File: config.mk
export PLATFORM = sky130hd
export DESIGN_NAME = raven_sram_arbiter
export DESIGN_NICKNAME = d
export VERILOG_FILES = /design/src/rtl/raven_sram_pkg.sv /design/src/rtl/raven_rr_arb2.sv /design/src/rtl/raven_sram_arbiter.sv
export SDC_FILE = /design/constraint.sdc
export NUM_CORES = 1
export LEC_CHECK = 0
export BUFFER_PORTS_ARGS = -buffer_cell sky130_fd_sc_hd__buf_2
export CORE_AREA = 3 3 91 93
export DETAILED_ROUTE_END_ITERATION = 7
export DIE_AREA = 0 0 94 96
export HOLD_SLACK_MARGIN = 0.12
export PLACE_DENSITY = 0.57
export SLEW_MARGIN = 40
export SYNTH_ARGS = -nofsm -noshare
export SYNTH_HDL_FRONTEND = slang
export SYNTH_SLANG_ARGS = --single-unit
export TNS_END_PERCENT = 30
File: constraint.sdc
create_clock -name pll_clk -period 2.1 [get_ports pll_clk]
set_input_delay 0.315 -clock pll_clk [delete_from_list [all_inputs] [get_ports pll_clk]]
set_output_delay 0.315 -clock pll_clk [all_outputs]
set_load 0.02 [all_outputs]
File: src/rtl/raven_sram_pkg.sv
// Shared types for the raven SRAM arbiter: bus widths, requester ids and the read-tracking tag.
package raven_sram_pkg;

    localparam int unsigned ADDR_W = 10;
    localparam int unsigned DATA_W = 32;

    typedef enum logic {
        REQ_M0 = 1'b0,
        REQ_M1 = 1'b1
    } req_id_t;

    typedef struct packed {
        logic    vld;
        req_id_t owner;
    } rd_tag_t;

    // Winner id of a onehot0 grant vector; only meaningful when the grant is non-zero.
    function automatic req_id_t grant_to_id(input logic [1:0] grant);
        return grant[1] ? REQ_M1 : REQ_M0;
    endfunction

endpackage

File: src/rtl/raven_rr_arb2.sv
// Two-way arbiter: round robin on last_grant, or m0-wins fixed priority; grant is onehot0.
module raven_rr_arb2
    import raven_sram_pkg::*;
#(
    parameter bit PRIO_FIXED = 1'b0
) (
    input  logic       clk,
    input  logic       reset,
    input  logic [1:0] valid,
    output logic [1:0] grant
);

    req_id_t last_grant;

    // Contention goes to the requester that did not win last time (or to m0 when fixed).
    always_comb begin
        grant = 2'b00;
        if (!reset) begin
            if (valid == 2'b11) begin
                if (PRIO_FIXED || (last_grant == REQ_M1)) begin
                    grant = 2'b01;
                end else begin
                    grant = 2'b10;
                end
            end else begin
                grant = valid;
            end
        end
    end

    // Reset to m1 so that m0 wins the first contention.
    always_ff @(posedge clk) begin
        if (reset) begin
            last_grant <= REQ_M1;
        end else if (|grant) begin
            last_grant <= grant_to_id(grant);
        end
    end

endmodule

File: src/rtl/raven_sram_arbiter.sv
// Shares the single-port 32x1024 SRAM macro between the core (m0) and an aux master (m1),
// issuing one access per cycle and routing each read response back to its issuer.
module raven_sram_arbiter #(
    parameter int unsigned ADDR_W     = raven_sram_pkg::ADDR_W,
    parameter int unsigned DATA_W     = raven_sram_pkg::DATA_W,
    parameter int unsigned RD_LAT     = 1,
    parameter int unsigned PRIO_FIXED = 0
) (
    input  logic              pll_clk,
    input  logic              reset,

    input  logic              m0_valid,
    input  logic              m0_we,
    input  logic [ADDR_W-1:0] m0_addr,
    input  logic [DATA_W-1:0] m0_wdata,
    output logic              m0_ready,
    output logic              m0_rvalid,
    output logic [DATA_W-1:0] m0_rdata,

    input  logic              m1_valid,
    input  logic              m1_we,
    input  logic [ADDR_W-1:0] m1_addr,
    input  logic [DATA_W-1:0] m1_wdata,
    output logic              m1_ready,
    output logic              m1_rvalid,
    output logic [DATA_W-1:0] m1_rdata,

    output logic              ram_csb,
    output logic              ram_web,
    output logic [ADDR_W-1:0] ram_addr,
    output logic [DATA_W-1:0] ram_din,
    input  logic [DATA_W-1:0] ram_dout
);

    import raven_sram_pkg::*;

    logic [1:0] grant;
    rd_tag_t    rd_in;
    rd_tag_t    rd_pipe [RD_LAT];
    rd_tag_t    rd_out;

    raven_rr_arb2 #(
        .PRIO_FIXED (PRIO_FIXED != 0)
    ) u_arb (
        .clk   (pll_clk),
        .reset (reset),
        .valid ({m1_valid, m0_valid}),
        .grant (grant)
    );

    assign m0_ready = grant[0];
    assign m1_ready = grant[1];

    // Macro drive follows the grant; idle cycles park the bus at zero with the macro deselected.
    always_comb begin
        ram_csb  = 1'b1;
        ram_web  = 1'b1;
        ram_addr = '0;
        ram_din  = '0;
        if (grant[0]) begin
            ram_csb  = 1'b0;
            ram_web  = ~m0_we;
            ram_addr = m0_addr;
            ram_din  = m0_wdata;
        end else if (grant[1]) begin
            ram_csb  = 1'b0;
            ram_web  = ~m1_we;
            ram_addr = m1_addr;
            ram_din  = m1_wdata;
        end
    end

    // Tag entering the read pipe this cycle: set only for a granted read.
    always_comb begin
        rd_in = '{vld: 1'b0, owner: REQ_M0};
        if (grant[0] && !m0_we) begin
            rd_in = '{vld: 1'b1, owner: REQ_M0};
        end else if (grant[1] && !m1_we) begin
            rd_in = '{vld: 1'b1, owner: REQ_M1};
        end
    end

    // Owner shift pipe matching the macro read latency; reset drops reads in flight.
    always_ff @(posedge pll_clk) begin
        if (reset) begin
            for (int i = 0; i < int'(RD_LAT); i++) begin
                rd_pipe[i] <= '{vld: 1'b0, owner: REQ_M0};
            end
        end else begin
            rd_pipe[0] <= rd_in;
            for (int i = 1; i < int'(RD_LAT); i++) begin
                rd_pipe[i] <= rd_pipe[i-1];
            end
        end
    end

    assign rd_out = rd_pipe[RD_LAT-1];

    // Gated by reset so a read landing in a reset cycle never strobes.
    assign m0_rvalid = !reset && rd_out.vld && (rd_out.owner == REQ_M0);
    assign m1_rvalid = !reset && rd_out.vld && (rd_out.owner == REQ_M1);

    assign m0_rdata = ram_dout;
    assign m1_rdata = ram_dout;

endmodule

==> metrics <==
status=complete, no violations; clk sinks=3; vias=approximately 1.6k; top_reg_cell synth=dfxtp_1; final design utilization=21.2%; gr ovfl total=0; worst-path cell chain=nand2b_2 > buf_4 > a32oi_1 > nor2_1 > buf_2; min setup slack post-route=about 0.29 ns; worst r2r src=u_arb.last_grant; starting density of the core=18.8%; syn avg cell area=7.56 sq um; WS Path Type=flip-flop to output port; Comb power frac=61.2%; total track usage=8.88%; Cell Area, Placed=approximately 1600 sq um; Fillers=877; global-route wire length before repair=about 6600 microns; die area=9020 sq um; Sequential Power Share=10.8%; routability cong.=~0.71; largest net degree at the start of global routing=40; design area=1610 sq um; Chip Width=94 microns; DR WL/cell=12.9 microns; Reg2Reg Setup Slack=slightly below 0.9 ns; critical path required time=1.78 ns; final setup vio count=0; Final Cycle Share=a little under nine tenths; hold path endpoint=rd_pipe[0][1]; DRT Pass-1 Iters=4; Area contributors post-synth=buf_4 (34%), a32oi_1 (26%), nor2_1 (12%); RSZ-0062 raised after global routing=false; Worst-Skew Late Latency=0.21 ns; TritonCTS clock tree=built; Die Ht=between 90 and 100 microns; WHS Path Cells=2; Ant. Diodes=0; Max Slew Vio Count=0; yosys warns=0; Post-Syn Nets=311; post-DP HPWL=3750 microns; Place WS=0.388 ns; number of distinct library cells after synthesis=19; Yosys reg bits=3; DRC=0; Synth area leader=buf_4; final clock skew=~0.0014 ns; Pwr per Cell Area=about 370 nW/um^2; Post-CTS Hold Fix Bufs=0; synthesized instance count=189; clock share of power=between 20% and 30%; Post-synth EDFFs=0; Slew HR=54.1%; Port-buffer cells=about 140; deepest clock path buffer count=2; total internal power=343 uW; measured slew at the worst slew-check pin=0.689 ns; Lkg Pwr=0.864 nW; top-count cell post-synth=buf_4; root buffer selected by CTS=clkbuf_8; Nets=376; register area share after synthesis=between 4 and 5%; Resize count post-CTS=0; Worst R2R Path Depth=4; setup_tns=0 ns; hold_sp=m0_we; worst hold path type=input pin to flip-flop; core area=7610 sq um; Final min period=approximately 1.8 ns; Vias/cell=about 4.5; CP top delay family=buffers and inverters; Post-CTS Setup Bufs=0; arrival time at the worst endpoint=1.49 ns; Psw=about 250 uW; CP Max Fanout=27; Final Hold Viols=0; Worst path slowest cell=dfxtp_1; Mapped Area=1430 sq um; layout cell share with drive strength beyond 1=58.9%; type of element launching the critical path=flip-flop; CP endpoint kind=output port; worst r2r dst=rd_pipe[0][1]; Synth top area share=33.6%; Area growth, synth to finish=12.8%; Max Cap Viol=0; Post-synth top cells=buf_4 (64), nor2_1 (45), a32oi_1 (43), clkbuf_8 (8), buf_6 (6); I/O pins=234; number of global-route vias before repair=about 1.4k; slowest cell delay on critical path=0.39 ns; initial antenna violation count=0; Worst-path clk slew=0.03 ns; Bufs and invs on worst path=2; DRT antenna net count=0; Peak supply drop=0.000243 V; Async SR Flop Fraction=0%; drt first-iter violations=37; Rows=32; WL final=4580 microns; # H-tree levels=1; maximum clock rate=0.553 GHz; Sw Ratio=41.8%; number of CTS-inserted buffers=3
metrics by stage:
step | power, mW | hold WS [ns] | std cells
floorplan | 0.480 | 0.415 | 189
global placement | 0.421 | 0.544 | 351
CTS | 0.597 | 0.323 | 355
global route | 0.633 | 0.337 | 355
detailed placement | 0.426 | 0.548 | 351
finish | 0.590 | 0.322 | 355
worst reg2reg max path: cells and delay by family, from the launching register on:
kind / cells / cell delay [ns]
compound gates: 1 / 0.19
buf+inv: 1 / 0.27
flops: 1 / 0.39
simple gates: 2 / 0.28
power groups by stage:
stage                     Combinational [mW]  Clock [mW]  Sequential, mW
after global routing                   0.396       0.174          0.0640
after floorplan                        0.416           0          0.0636
final                                  0.361       0.166          0.0635
after detailed placement               0.362           0          0.0642
after CTS                              0.363       0.170          0.0635
after global placement                 0.356           0          0.0640
worst max-delay path by stage:
| stage | start | end | slack, ns | depth (start not counted) |
|---|---|---|---|---|
| floorplan | u_arb.last_grant | ram_din[0] | 0.64 | 5 |
| global placement | reset | ram_din[27] | 0.42 | 4 |
| detailed placement | reset | ram_din[27] | 0.39 | 4 |
| CTS | u_arb.last_grant | ram_din[5] | 0.28 | 5 |
| global route | u_arb.last_grant | ram_din[5] | 0.18 | 5 |
| finish | u_arb.last_grant | ram_din[1] | 0.29 | 5 |
flip-flops by register name, summed over array words and instances (netlist names):
register	flops
rd_pipe	2
u_arb.last_grant	1
routing by layer:
| metal | wire length, microns | track usage [%] | vias to the layer above | part of all wire, % |
|---|---|---|---|---|
| met1 | 1630 | 9.51 | 707 | 36 |
| met5 | 0 | 0 | - | 0 |
| met2 | 2220 | 16.0 | 108 | 48 |
| li1 | - | - | 751 | - |
| met4 | 181 | 5.17 | 0 | 4.0 |
| met3 | 550 | 2.03 | 30 | 12 |
cells in the final DEF (no fill, tap or decap):
master    netlist  routed
nand2_1         4       4
or2_1           1       1
a21boi_4        1       1
nand2b_1        2       1
nor3b_1         1       1
buf_2           0     137
and3b_1         1       1
nand2b_2        0       1
buf_4          64       7
o21ai_0         1       1
clkbuf_1        1       1
o31ai_1         1       1
clkbuf_8        8       3
a32oi_1        43      43
o21bai_1        1       1
inv_1           1       1
dfxtp_1         3       3
nor2_1         45      45
final cells by class:
class	count	area [sq um]	area share, %
Multi-Input combinational cell	101	637	39.5
Tap cell	102	128	7.92
Clock buffer	4	45.0	2.80
Timing Repair Buffer	144	738	45.8
Sequential cell	3	60.1	3.73
Inverter	1	3.75	0.233
cell families (layout without fill, tap and decap cells):
family	count (synthesis)	in the layout	synth area share, %
buffers and inverters	85	149	51.4
flip-flops	3	3	4.20
AND/OR/NAND/NOR	54	54	15.3
AO/OA/AOI/OAI	47	47	29.1
(Power assumes the default switching activity.)
